## src/rtl/pipe_pkg.sv

```systemverilog
// Shared constants and helpers for the elastic pipeline-register chain.
// The entry layout is {data, tag, wr}, packed MSB to LSB.
package pipe_pkg;

    localparam int WIDTH_DEF = 32;
    localparam int DEPTH_DEF = 3;
    localparam int TAG_W_DEF = 5;

    // Register 0 is hard-wired, so it never takes part in forwarding.
    localparam int TAG_ZERO  = 0;

    // Flat width of one {data, tag, wr} entry.
    function automatic int entry_w(input int width, input int tag_w);
        return width + tag_w + 1;
    endfunction

endpackage

```

## src/rtl/pipe_stage.sv

```systemverilog
// One pipeline slot: a valid bit plus a flat {data, tag, wr} entry register.
// The payload only loads when a live entry arrives, so empty slots keep
// their stale payload and do not toggle.
module pipe_stage
    import pipe_pkg::*;
#(
    parameter int EW = entry_w(WIDTH_DEF, TAG_W_DEF)
) (
    input  logic          clk,
    input  logic          rst,
    input  logic          load,
    input  logic          load_valid,
    input  logic [EW-1:0] load_entry,
    input  logic          flush,
    output logic          valid,
    output logic [EW-1:0] entry
);

    // Valid follows the incoming entry on a load; a held entry that is flushed is dropped.
    always_ff @(posedge clk or negedge rst) begin
        if (!rst) begin
            valid <= 1'b0;
        end else if (load) begin
            valid <= load_valid;
        end else if (flush) begin
            valid <= 1'b0;
        end
    end

    // Payload captures only live incoming entries.
    always_ff @(posedge clk or negedge rst) begin
        if (!rst) begin
            entry <= '0;
        end else if (load && load_valid) begin
            entry <= load_entry;
        end
    end

endmodule

```

## src/rtl/pipe_reg_chain.sv

```systemverilog
// Elastic pipeline-register chain: DEPTH stages with valid/ready backpressure,
// bubble collapse, per-stage flush, occupancy count and a forwarding lookup.
// Stage 0 is the youngest (input side), stage DEPTH-1 the oldest.
// Optional build macro PIPE_SKID_EN adds a one-entry skid register after the
// last stage so that in_ready no longer depends combinationally on out_ready.
module pipe_reg_chain
    import pipe_pkg::*;
#(
    parameter int WIDTH = WIDTH_DEF,
    parameter int DEPTH = DEPTH_DEF,
    parameter int TAG_W = TAG_W_DEF
) (
    input  logic                       clk,
    input  logic                       rst,
    input  logic                       in_valid,
    output logic                       in_ready,
    input  logic [WIDTH-1:0]           in_data,
    input  logic [TAG_W-1:0]           in_tag,
    input  logic                       in_wr,
    input  logic [DEPTH-1:0]           flush,
    output logic                       out_valid,
    input  logic                       out_ready,
    output logic [WIDTH-1:0]           out_data,
    output logic [TAG_W-1:0]           out_tag,
    output logic                       out_wr,
    input  logic [TAG_W-1:0]           q_tag,
    output logic                       fwd_hit,
    output logic [WIDTH-1:0]           fwd_data,
    output logic [$clog2(DEPTH):0]     fwd_stage,
    output logic [$clog2(DEPTH+2)-1:0] occupancy
);

    localparam int EW = entry_w(WIDTH, TAG_W);
    localparam int SW = $clog2(DEPTH) + 1;
    localparam int OW = $clog2(DEPTH + 2);

    typedef struct packed {
        logic [WIDTH-1:0] data;
        logic [TAG_W-1:0] tag;
        logic             wr;
    } entry_t;

    entry_t          in_entry;
    entry_t          head;
    entry_t          st     [DEPTH];
    logic [EW-1:0]   st_raw [DEPTH];
    logic [DEPTH-1:0] v;
    logic [DEPTH-1:0] live;
    logic [DEPTH-1:0] rdy;

    assign in_entry = {in_data, in_tag, in_wr};
    assign live     = v & ~flush;
    assign in_ready = rdy[0];

    for (genvar i = 0; i < DEPTH; i++) begin : g_stage
        logic          ld_valid;
        logic [EW-1:0] ld_entry;

        if (i == 0) begin : g_first
            assign ld_valid = in_valid;
            assign ld_entry = in_entry;
        end else begin : g_next
            assign ld_valid = live[i-1];
            assign ld_entry = st_raw[i-1];
        end

        pipe_stage #(.EW(EW)) u_stage (
            .clk        (clk),
            .rst        (rst),
            .load       (rdy[i]),
            .load_valid (ld_valid),
            .load_entry (ld_entry),
            .flush      (flush[i]),
            .valid      (v[i]),
            .entry      (st_raw[i])
        );

        assign st[i] = st_raw[i];
    end

`ifdef PIPE_SKID_EN
    logic   skid_full;
    entry_t skid;

    // Skid catches the oldest entry when the consumer stalls, and empties once it is taken.
    always_ff @(posedge clk or negedge rst) begin
        if (!rst) begin
            skid_full <= 1'b0;
            skid      <= '0;
        end else if (skid_full) begin
            if (out_ready) begin
                skid_full <= 1'b0;
            end
        end else if (live[DEPTH-1] && !out_ready) begin
            skid_full <= 1'b1;
            skid      <= st[DEPTH-1];
        end
    end

    assign out_valid = skid_full | live[DEPTH-1];
    assign head      = skid_full ? skid : st[DEPTH-1];
`else
    assign out_valid = live[DEPTH-1];
    assign head      = st[DEPTH-1];
`endif

    assign out_data = head.data;
    assign out_tag  = head.tag;
    assign out_wr   = head.wr;

    // Ready ripples from the output back to stage 0; any empty or flushed slot collapses the bubble.
    always_comb begin
        logic chain;
`ifdef PIPE_SKID_EN
        chain = ~skid_full;
`else
        chain = ~live[DEPTH-1] | out_ready;
`endif
        rdy = '0;
        rdy[DEPTH-1] = chain;
        for (int i = DEPTH - 2; i >= 0; i--) begin
            chain  = ~live[i] | chain;
            rdy[i] = chain;
        end
    end

    // Forwarding lookup: scan oldest to youngest so the youngest matching live writer wins.
    always_comb begin
        fwd_hit   = 1'b0;
        fwd_data  = '0;
        fwd_stage = '0;
`ifdef PIPE_SKID_EN
        if (skid_full && skid.wr && skid.tag == q_tag && q_tag != TAG_W'(TAG_ZERO)) begin
            fwd_hit   = 1'b1;
            fwd_data  = skid.data;
            fwd_stage = SW'(DEPTH);
        end
`endif
        for (int i = DEPTH - 1; i >= 0; i--) begin
            if (live[i] && st[i].wr && st[i].tag == q_tag && q_tag != TAG_W'(TAG_ZERO)) begin
                fwd_hit   = 1'b1;
                fwd_data  = st[i].data;
                fwd_stage = SW'(i);
            end
        end
    end

    // Occupancy counts registered valid bits, ignoring this cycle's flush.
    always_comb begin
        occupancy = '0;
        for (int i = 0; i < DEPTH; i++) begin
            occupancy = occupancy + OW'(v[i]);
        end
`ifdef PIPE_SKID_EN
        occupancy = occupancy + OW'(skid_full);
`endif
    end

endmodule
```

## config.mk

```make
export PLATFORM = sky130hd
export DESIGN_NAME = pipe_reg_chain
export DESIGN_NICKNAME = d
export VERILOG_FILES = /design/src/rtl/pipe_pkg.sv /design/src/rtl/pipe_stage.sv /design/src/rtl/pipe_reg_chain.sv
export SDC_FILE = /design/constraint.sdc
export NUM_CORES = 1
export LEC_CHECK = 0
export ABC_AREA = 1
export CAP_MARGIN = 10
export CORE_MARGIN = 1
export CORE_UTILIZATION = 45
export DETAILED_ROUTE_END_ITERATION = 10
export GPL_TIMING_DRIVEN = 1
export PLACE_DENSITY = 0.73
export SYNTH_ARGS = -nofsm -noshare
export SYNTH_HDL_FRONTEND = slang
export SYNTH_SLANG_ARGS = --single-unit
```

## constraint.sdc

```tcl
create_clock -name clk -period 1.9 [get_ports clk]
set_input_delay 0.38 -clock clk [delete_from_list [all_inputs] [get_ports clk]]
set_output_delay 0.38 -clock clk [all_outputs]
set_load 0.005 [all_outputs]
```

==> results.py, run 1 <==
metrics = {
    "floorplanning": {
        "ios": 129,
        "coreArea_mm2": 0.0123,
        "dieArea_mm2": 0.0133,
        "rows": 40,
        "fp.dieW_um": 115,
        "fp.dieH_um": 115,
        "start_util_pct": 47.0,
    },
    "worst_setup_path": {
        "crit_path_max_fanout": 7,
        "required_ps": 1520,
        "crit_start": "g_stage[1].u_stage.valid",
        "cp-end-kind": "primary output",
        "setup.worst_path.start_class": "flip-flop",
        "worstPathArrival_ps": 2150,
        "timing.rr.start": "g_stage[1].u_stage.valid",
        "worstSetupPathType": "flip-flop to primary output",
    },
    "clocking": {
        "clk_path_buf_depth": 2,
        "root_buffer": "clkbuf_16",
        "cts_inserted_buffers": 17,
        "clk_pin_slew_ps": 50,
        "cts_tree": "built",
        "clock_sinks": 117,
        "cts_max_level": 4,
        "insertion_delay_ps": 410,
    },
    "cells_and_area": {
        "area_growth_pct": 46.7,
        "drive_gt1_share_pct": 21.0,
        "final_util_pct": 68.9,
        "antenna-diode-count": 0,
        "multi_input_area_mm2": 0.00232,
        "seq_area_mm2": 0.00293,
        "fillers": 952,
        "num-nets-final": 967,
    },
    "power_and_ir_drop": {
        "leakagePower_uw": 0.00442,
        "power_density_mw_per_mm2": 945,
        "vdd_ir_drop_max_v": 0.000614,
    },
    "hold_path": {
        "hp-class": "primary input to flip-flop",
        "holdCritStartpoint": "flush[2]",
    },
    "status": {
        "violations": "setup timing",
        "status": "finished with violations",
    },
    "yosys": {
        "synth-seq-cells": 117,
        "syn_inst": 739,
        "synth-seq-area-share_pct": 50.8,
        "netlist_area_mm2": 0.00576,
        "ys_types": 25,
        "ys_warn_count": 0,
        "syn-mean-instance-area_um2": 7.80,
    },
    "placed_design": {
        "io_buffers": 126,
        "dp_slack_ps": -1050,
        "gp_congestion": 0.942,
        "dp_hpwl_mm": 10.9,
    },
    "global_routing": {
        "grt_pass1_vias": 5627,
        "grt_max_degree": 49,
        "grt_pass1_wl_mm": 27.8,
        "antenna_found_initial": 0,
        "grt.total_usage_pct": 27.8,
        "grt-ovfl-total": 0,
    },
    "routing": {
        "drt_iter0_drc": 430,
        "drt-pass1-iter-count": 7,
        "wl_per_cell_um": 16.6,
        "num_vias": 5727,
        "detail-route-antenna-nets": 0,
        "avgViaCountPerCell": 5.22,
        "drc_errors": 0,
        "wl_mm": 18.3,
    },
    "sta": {
        "fin_setup_tns_ps": -20060,
        "rsz0062_at_grt": "yes",
        "finClkSkew_ps": 6.28,
        "drv_slew": 0,
        "fin_ws_ps": -628,
        "min_period_over_period_pct": 133,
        "period_minus_slack_ps": 2530,
        "report.final.hold_viol_count": 0,
        "setup_violations": 37,
        "max_freq_mhz": 396,
    },
    "job": {
        "drv_cap": 0,
    },
}
cells in the final DEF (no fill, tap or decap), types with 11 or more instances in the layout:
| master | count |
|---|---|
| clkbuf_2 | 19 |
| clkdlybuf4s50_1 | 77 |
| buf_12 | 13 |
| buf_4 | 41 |
| nor2_1 | 50 |
| nand2_1 | 225 |
| nand3_1 | 52 |
| buf_2 | 15 |
| inv_1 | 77 |
| inv_2 | 11 |
| dfrtp_1 | 117 |
| nand4_1 | 33 |
| clkbuf_16 | 19 |
| buf_6 | 19 |
| o21ai_0 | 41 |
| a21oi_1 | 39 |
critical path: stages (launching register included):
cell,delay [ps]
dfrtp_1,360
inv_2,50
nor2_4,110
nand2_1,60
nor2_1,120
nand2_1,100
nor2_4,250
buf_12,170
buf_6,100
buf_4,100
nand3_1,60
nand2_1,70
inv_1,40
nand2_1,40
buf_2,100
registers in the layout, indices dropped and copies added (netlist names):
name,cells
g_stage.u_stage.valid,3
g_stage.u_stage.entry,114
metal layers:
layer	GRT usage (%)	wire (µm)	share of wire, %	up-vias
met5	0	0	0	-
met4	13.1	590	3.2	0
met3	5.96	1250	6.9	49
met2	47.9	9070	50	262
met1	33.2	7340	40	2722
li1	-	-	-	2694
repair_timing:
action | 4_1_cts | 5_1_grt
pin swaps | 11 | 32
setup endpoints to repair | 39 | 38
gates cloned | 6 | 3
hold buffers | 1 | 0
buffers inserted | 11 | 14
gates resized for setup | 94 | 101
endpoints found under the hold margin | 31 | 0
cell families (layout without fill, tap and decap cells):
kind of cell / after synthesis / count (layout) / share of synthesized area (%)
AOI/OAI and AO/OA: 81 / 81 / 7.04
and+or+nand+nor: 390 / 390 / 28.6
adders and majority gates: 1 / 1 / 0.348
xor gates and xnor gates: 3 / 3 / 0.456
buffers and inverters: 138 / 327 / 11.1
muxes: 8 / 8 / 1.56
DFF: 117 / 117 / 50.8
other: 1 / 2 / 0.0651
path summary, 6_finish.rpt:
| kind | end | slack, ps | cells after the start |
|---|---|---|---|
| max | fwd_data[20] | -630 | 14 |
| min | g_stage[2].u_stage.valid | 450 | 5 |
| max reg2reg | g_stage[0].u_stage.entry[0] | 240 | 9 |
| min reg2reg | g_stage[0].u_stage.entry[17] | 500 | 2 |
| max in group asynchronous | g_stage[2].u_stage.entry[18] | 770 | 3 |
| min in group asynchronous | g_stage[1].u_stage.entry[6] | 480 | 2 |
Yosys cell counts:
| library cell | number | area (µm²) |
|---|---|---|
| a21oi_1 | 40 | 200 |
| buf_1 | 3 | 11.3 |
| buf_2 | 21 | 105 |
| buf_4 | 7 | 52.6 |
| buf_6 | 9 | 101 |
| clkbuf_1 | 7 | 26.3 |
| conb_1 | 1 | 3.75 |
| dfrtp_1 | 117 | 2930 |
| fa_1 | 1 | 20.0 |
| inv_1 | 85 | 319 |
| inv_2 | 6 | 22.5 |
| mux2_2 | 8 | 90.1 |
| nand2_1 | 235 | 882 |
| nand2_2 | 1 | 6.26 |
| nand3_1 | 61 | 305 |
| nand3_2 | 1 | 10.0 |
| nand3b_1 | 1 | 7.51 |
| nand4_1 | 33 | 206 |
| nor2_1 | 54 | 203 |
| nor2_2 | 2 | 12.5 |
| nor2_4 | 1 | 11.3 |
| nor3_1 | 1 | 5.00 |
| o21ai_0 | 41 | 205 |
| xnor2_1 | 2 | 17.5 |
| xor2_1 | 1 | 8.76 |
per-stage QoR:
stage / instances / power (µW) / hold slack [ps] / area, µm²
floorplan: 740 / 3690 / 84.4 / 5760
global placement: 1036 / 4520 / 354 / 7450
detailed placement: 1036 / 4580 / 362 / 7450
CTS: 1085 / 7980 / 426 / 8340
global route: 1097 / 8310 / 475 / 8450
finish: 1097 / 7990 / 448 / 8450
final cells by class:
class	instances	share of cell area [%]
clock inverters	9	1.78
inverters	91	4.19
flip-flops and latches	117	34.6
well taps	168	2.49
multi-input cells	485	27.5
clock buffers	23	5.54
repair buffers	204	23.9
power breakdown:
group	switching, µW	internal [µW]	leakage (µW)	total, µW
Sequential	308	2890	0.00139	3200
Clock	1120	2260	0.000297	3380
Combinational	633	785	0.00274	1420
(Power assumes the default switching activity.)
==> run 2, diff against run 1 <==
--- a/config.mk
+++ b/config.mk
@@ -5,7 +5,6 @@
 export SDC_FILE = /design/constraint.sdc
 export NUM_CORES = 1
 export LEC_CHECK = 0
-export ABC_AREA = 1
 export CAP_MARGIN = 10
 export CORE_MARGIN = 1
 export CORE_UTILIZATION = 45
==> constraint.sdc (replaced) <==
create_clock -name clk -period 2.81 [get_ports clk]
set_input_delay 0.562 -clock clk [delete_from_list [all_inputs] [get_ports clk]]
set_output_delay 0.562 -clock clk [all_outputs]
set_load 0.005 [all_outputs]
==> run 2 against run 1 <==
Net effect: the flow still finishes with violations (setup timing); count of clock-buffer cells in the layout is 1 higher; combinational power is 4% lower; clock power is 35% lower; sequential power is 24% lower; flip-flop and latch count stayed put; setup slack better by 500 ps; first-iteration DRC count is 1.2% lower; routed wire length is 4.4% higher; register-to-register slack better by 740 ps; clock skew is 1.4 ps lower; critical path depth is 6 lower; critical path type is now primary input to primary output; largest power group is now sequential cells.
==> results.py, run 2 <==
metrics = {
    "status": {
        "status": "finished with violations",
        "violations": "setup timing",
    },
    "yosys": {
        "muxShareOfSynthArea_pct": 22.7,
        "syn_inst": 452,
        "synthFlopType": "dfrtp_1",
        "synthArstFlopShare_pct": 100,
        "netlist_area_mm2": 0.00566,
        "synth_top_family_by_area": "multiplexers",
        "ys_warn_count": 0,
        "synth_top_area_cell": "dfrtp_1",
        "synth_top_area_share_pct": 51.7,
        "synth-seq-cells": 117,
        "yosys.area_share.simple_pct": 9.15,
        "ys_types": 30,
        "ys_top_cells_by_count": "dfrtp_1 (117), mux2_2 (114), nand3_1 (35)",
        "synthAdderAreaFrac_pct": 0.353,
        "synth_xor_area_share_pct": 2.32,
        "synth_edf_count": 0,
        "synthTopCellsByArea": "dfrtp_1 (52%), mux2_2 (23%), o2111ai_1 (4.9%)",
        "synth-seq-area-share_pct": 51.7,
        "syn-mean-instance-area_um2": 12.5,
        "yosysMostFrequentCell": "dfrtp_1",
        "synth_compound_area_share_pct": 9.43,
    },
    "routing": {
        "detail-route-antenna-nets": 0,
        "avgViaCountPerCell": 6.20,
        "wl_per_cell_um": 23.9,
        "num_vias": 4945,
        "wl_mm": 19.0,
        "drt-pass1-iter-count": 4,
        "drt_iter0_drc": 425,
        "drc_errors": 0,
    },
    "clocking": {
        "cts_max_level": 4,
        "cts_inserted_buffers": 17,
        "cts-hold-fix-buffers": 0,
        "insertion_delay_ps": 410,
        "root_buffer": "clkbuf_16",
        "clock_sinks": 117,
        "cts_tree": "built",
        "clk_pin_slew_ps": 50,
        "clk_path_buf_depth": 2,
    },
    "global_routing": {
        "grt_pass1_vias": 5074,
        "antenna_found_initial": 2,
        "grt-ovfl-total": 0,
        "grt_pass1_wl_mm": 28.1,
        "grt_max_degree": 55,
        "grt.total_usage_pct": 28.7,
    },
    "cells_and_area": {
        "final_util_pct": 72.4,
        "num-nets-final": 668,
        "seq_area_mm2": 0.00293,
        "area_growth_pct": 55.6,
        "largest_reg_flops": 114,
        "final_common_cell": "dfrtp_1",
        "top_register": "g_stage.u_stage.entry",
        "multi_input_area_mm2": 0.00311,
        "drive_gt1_share_pct": 53.2,
        "mostFrequentLayoutCells": "dfrtp_1 (117), mux2_2 (114), clkdlybuf4s50_1 (83)",
        "stdcell_count": 798,
        "antenna-diode-count": 0,
        "fillers": 810,
        "reg_top3": "g_stage.u_stage.entry: 114 flops, g_stage.u_stage.valid: 3 flops",
    },
    "sta": {
        "min_period_over_period_pct": 105,
        "drv_slew": 0,
        "finClkSkew_ps": 4.89,
        "report.final.hold_viol_count": 0,
        "worstMarginPinSlew_ps": 707,
        "relSlewSlack_pct": 52.9,
        "max_freq_mhz": 340,
        "period_minus_slack_ps": 2940,
        "rsz0062_at_grt": "yes",
        "whs_ps": 202,
        "fin_setup_tns_ps": -2170,
        "setup_violations": 34,
        "fin_ws_ps": -127,
    },
    "placed_design": {
        "place_inst": 742,
        "dp_hpwl_mm": 10.3,
        "gp_congestion": 0.814,
        "io_buffers": 126,
    },
    "floorplanning": {
        "fp.dieH_um": 114,
        "coreArea_mm2": 0.0122,
        "dieArea_mm2": 0.0130,
        "fp.dieW_um": 114,
        "start_util_pct": 46.6,
        "ios": 129,
        "rows": 40,
    },
    "power_and_ir_drop": {
        "power.total_uw": 5980,
        "leakagePower_uw": 0.00343,
        "power_density_mw_per_mm2": 678,
        "vdd_ir_drop_max_v": 0.000461,
    },
    "worst_setup_path": {
        "required_ps": 2250,
        "worstSetupPathType": "primary input to primary output",
        "cp-end-kind": "primary output",
        "worstPathArrival_ps": 2380,
        "setup.worst_path.start_class": "primary input",
        "crit_path_max_fanout": 5,
    },
    "job": {
        "drv_cap": 0,
    },
    "hold_path": {
        "hp-class": "primary input to async pin",
    },
}
==> run 2: cell count changes in the layout (fill, tap and decap cells not counted), sizes merged, moves of 31 or more <==
cell,change
inv,-91
nand4,-31
a31oi,+32
o2111ai,+33
a21oi,-39
nor2,-56
o21ai,-41
nand2,-231
mux2,+106
nor4,+33
==> run 2: repair_timing <==
| action | CTS | global route |
|---|---|---|
| setup endpoints to repair | 35 | 35 |
| gates resized for setup | 201 | 86 |
| cloned | 9 | 2 |
| buffers inserted | 17 | 3 |
| pin swaps | 39 | 43 |
==> run 2: worst max-delay path: stages <==
cell,delay [ps]
buf_6,90
or4_4,570
buf_6,140
o2111a_2,370
buf_12,190
o2111ai_1,130
a31oi_2,160
buf_2,150
==> run 2: path summary, 6_finish.rpt <==
kind | end | start | slack, ps | depth (start not counted)
max in group asynchronous | g_stage[0].u_stage.entry[26] | rst | 1870 | 2
min | g_stage[0].u_stage.entry[1] | rst | 200 | 1
max | fwd_data[31] | q_tag[0] | -130 | 8
min in group clk | g_stage[1].u_stage.entry[6] | g_stage[0].u_stage.entry[6] | 530 | 1
min reg2reg | g_stage[1].u_stage.entry[6] | g_stage[0].u_stage.entry[6] | 530 | 1
max reg2reg | g_stage[0].u_stage.entry[10] | g_stage[1].u_stage.valid | 980 | 7
==> run 2: cell families after synthesis <==
group,after synthesis
AOI/OAI and AO/OA,68
xor gates and xnor gates,15
adders and majority gates,1
buffers and inverters,47
DFF,117
muxes,114
other,1
and+or+nand+nor,89
==> run 2: stage by stage <==
step           cell area (µm²)  setup slack (ps)
6_report                  8810              -127
5_1_grt                   8810              -154
4_1_cts                   8380              -157
3_5_place_dp              7330              -785
3_3_place_gp              7330              -722
2_1_floorplan             5670               396
==> run 2: routing by layer <==
layer	up-vias	wire length, µm	global-route usage [%]	share of wire, %
met5	-	0	0	0
met4	0	552	12.6	2.9
met3	60	1460	7.57	7.7
met2	273	9480	46.3	50
met1	2537	7550	36.3	40
li1	2075	-	-	-
==> run 2: layout make-up <==
| type | instances | area share (%) |
|---|---|---|
| Multi-Input combinational cell | 289 | 35.3 |
| Clock buffer | 24 | 5.81 |
| Timing Repair Buffer | 192 | 22.2 |
| Clock inverter | 8 | 1.08 |
| Tap cell | 168 | 2.39 |
| Sequential cell | 117 | 33.2 |
==> run 2: power by group <==
| part | switching, µW | internal (µW) |
|---|---|---|
| Sequential | 377 | 2040 |
| Clock | 756 | 1440 |
| Combinational | 540 | 822 |
| Total | 1670 | 4300 |
==> run 3, diff against run 2 <==
--- a/config.mk
+++ b/config.mk
@@ -6,11 +6,13 @@
 export NUM_CORES = 1
 export LEC_CHECK = 0
 export CAP_MARGIN = 10
+export CELL_PAD_IN_SITES_DETAIL_PLACEMENT = 1
+export CELL_PAD_IN_SITES_GLOBAL_PLACEMENT = 2
 export CORE_MARGIN = 1
-export CORE_UTILIZATION = 45
+export CORE_UTILIZATION = 33
 export DETAILED_ROUTE_END_ITERATION = 10
 export GPL_TIMING_DRIVEN = 1
-export PLACE_DENSITY = 0.73
+export PLACE_DENSITY_LB_ADDON = 0.1
 export SYNTH_ARGS = -nofsm -noshare
 export SYNTH_HDL_FRONTEND = slang
 export SYNTH_SLANG_ARGS = --single-unit
==> run 3 against run 2 <==
Net effect: the run still ends with setup timing left; worst hold slack better by 13 ps; sequential power about the same; via count down 5.1%; combinational power about the same; maximum frequency up 0.31%; critical path depth up 1; clock power up 2%; critical path type unchanged.
==> results.py, run 3 (same netlist as run 2, synthesis figures left out) <==
metrics = {
    "power_and_ir_drop": {
        "power.total_uw": 6020,
        "combPwrFrac_pct": 22.9,
        "netSwitchingPower_uw": 1660,
        "clockPowerShare_pct": 37.2,
        "leakagePower_uw": 0.00345,
        "swShare_pct": 27.5,
        "p_seq_share_pct": 39.9,
        "internal_power_uw": 4360,
        "vdd_ir_drop_max_v": 0.000445,
        "power_density_mw_per_mm2": 684,
    },
    "floorplanning": {
        "rows": 47,
        "ios": 129,
        "dieArea_mm2": 0.0177,
        "coreArea_mm2": 0.0166,
        "fp.dieW_um": 133,
        "fp.dieH_um": 133,
        "start_util_pct": 34.0,
    },
    "global_routing": {
        "grt_use_met2_pct": 38.3,
        "grt-ovfl-total": 0,
        "met3_usage_pct": 5.75,
        "grt_pass1_vias": 5322,
        "top_usage_layer": "met2",
        "grt_use_met1_pct": 30.3,
        "grt_pass1_wl_mm": 31.1,
        "grt.total_usage_pct": 23.3,
        "antenna_found_initial": 0,
        "grt_max_degree": 54,
    },
    "worst_setup_path": {
        "cp-end-kind": "primary output",
        "setup.worst_path.start_class": "primary input",
        "required_ps": 2250,
        "crit_path_max_fanout": 5,
        "r2r_cells": 7,
        "worstSetupPathType": "primary input to primary output",
        "worstPathArrival_ps": 2370,
    },
    "clocking": {
        "cts_tree": "built",
        "cts_max_level": 4,
        "cts-hold-fix-buffers": 0,
        "clock_sinks": 117,
        "clk_path_buf_depth": 2,
        "insertion_delay_ps": 410,
        "root_buffer": "clkbuf_16",
        "cts_inserted_buffers": 17,
        "clk_pin_slew_ps": 50,
    },
    "sta": {
        "setup_violations": 27,
        "fin_setup_tns_ps": -1480,
        "fin_ws_ps": -118,
        "worstMarginPinSlew_ps": 716,
        "period_minus_slack_ps": 2930,
        "min_period_over_period_pct": 104,
        "relSlewSlack_pct": 52.3,
        "drv_slew": 0,
        "whs_ps": 214,
        "rsz0062_at_grt": "yes",
        "max_freq_mhz": 342,
        "finClkSkew_ps": 4.83,
        "report.final.hold_viol_count": 0,
    },
    "cells_and_area": {
        "area_growth_pct": 55.4,
        "top_register": "g_stage.u_stage.entry",
        "drive_gt1_share_pct": 51.8,
        "reg_top3": "g_stage.u_stage.entry: 114 flops, g_stage.u_stage.valid: 3 flops",
        "final_util_pct": 52.9,
        "largest_reg_flops": 114,
        "final_common_cell": "dfrtp_1",
        "antenna-diode-count": 0,
        "multi_input_area_mm2": 0.00300,
        "seq_area_mm2": 0.00293,
        "num-nets-final": 674,
        "fillers": 1659,
        "mostFrequentLayoutCells": "dfrtp_1 (117), mux2_2 (114), clkdlybuf4s50_1 (82)",
    },
    "routing": {
        "detail-route-antenna-nets": 0,
        "drt_iter0_drc": 222,
        "avgViaCountPerCell": 5.49,
        "drt-pass1-iter-count": 4,
        "wl_mm": 19.7,
        "drc_errors": 0,
        "wl_per_cell_um": 23.0,
        "num_vias": 4694,
    },
    "placed_design": {
        "io_buffers": 126,
        "dp_hpwl_mm": 11.7,
        "gp_congestion": 0.787,
        "dp_slack_ps": -931,
    },
    "hold_path": {
        "hp-class": "primary input to async pin",
    },
    "status": {
        "violations": "setup timing",
        "status": "finished with violations",
    },
    "job": {
        "drv_cap": 0,
    },
}
## run 3: changes by cell type in the layout (fill, tap and decap cells not counted), sizes merged
cell           change
clkdlybuf4s50      -1
dlymetal6s2s       +2
clkbuf             -1
bufbuf             -2
clkinv             -2
buf                +9
bufinv             +1
clkinvlp           +1
dlygate4sd2        -2
## run 3: what timing repair did
item / CTS / global route
gates resized for setup: 211 / 57
setup endpoints to repair: 35 / 35
setup buffers: 13 / 8
cloned: 7 / 1
pin swaps: 42 / 40
## run 3: power by group through the flow
| stage | Combinational [µW] | Sequential, µW | Clock (µW) |
|---|---|---|---|
| after floorplan | 525 | 2300 | 0 |
| after global placement | 1230 | 2370 | 0 |
| after detailed placement | 1260 | 2380 | 0 |
| after CTS | 1340 | 2380 | 2290 |
| after global routing | 1470 | 2460 | 2370 |
| final | 1380 | 2400 | 2240 |
## run 3: path summary, 6_finish.rpt
path | startpoint | to | slack [ps]
hold reg to reg | g_stage[1].u_stage.entry[35] | g_stage[1].u_stage.entry[35] | 530
min in group clk | g_stage[1].u_stage.entry[35] | g_stage[1].u_stage.entry[35] | 530
setup reg to reg | g_stage[1].u_stage.valid | g_stage[0].u_stage.entry[30] | 950
setup / recovery | q_tag[0] | fwd_data[20] | -120
max in group asynchronous | rst | g_stage[2].u_stage.entry[10] | 1890
hold / removal | rst | g_stage[0].u_stage.entry[32] | 210
## run 3: cell type report
type | instances | area share (%)
clock buffers | 23 | 5.54
clock inverters | 8 | 1.39
multi-input cells | 289 | 34.1
flip-flops and latches | 117 | 33.3
well taps | 220 | 3.13
repair buffers | 198 | 22.5
## run 3: per-stage QoR
step           cell area, µm²  instances
2_1_floorplan            5670        453
3_3_place_gp             7470        800
3_5_place_dp             7470        800
4_1_cts                  8510        848
5_1_grt                  8800        855
6_report                 8800        855
## run 3: worst max-delay path: stages
cell and delay, ps:
buf_6 90, or4_4 570, buf_6 140, o2111a_2 340, buf_6 170, buf_6 130
o2111ai_2 80, a31oi_1 130, buf_2 150
## run 3: per-layer routing
| metal | wire length, µm | vias up |
|---|---|---|
| met5 | 0 | - |
| met1 | 8380 | 2456 |
| li1 | - | 2084 |
| met4 | 186 | 0 |
| met3 | 1100 | 14 |
| met2 | 10000 | 140 |
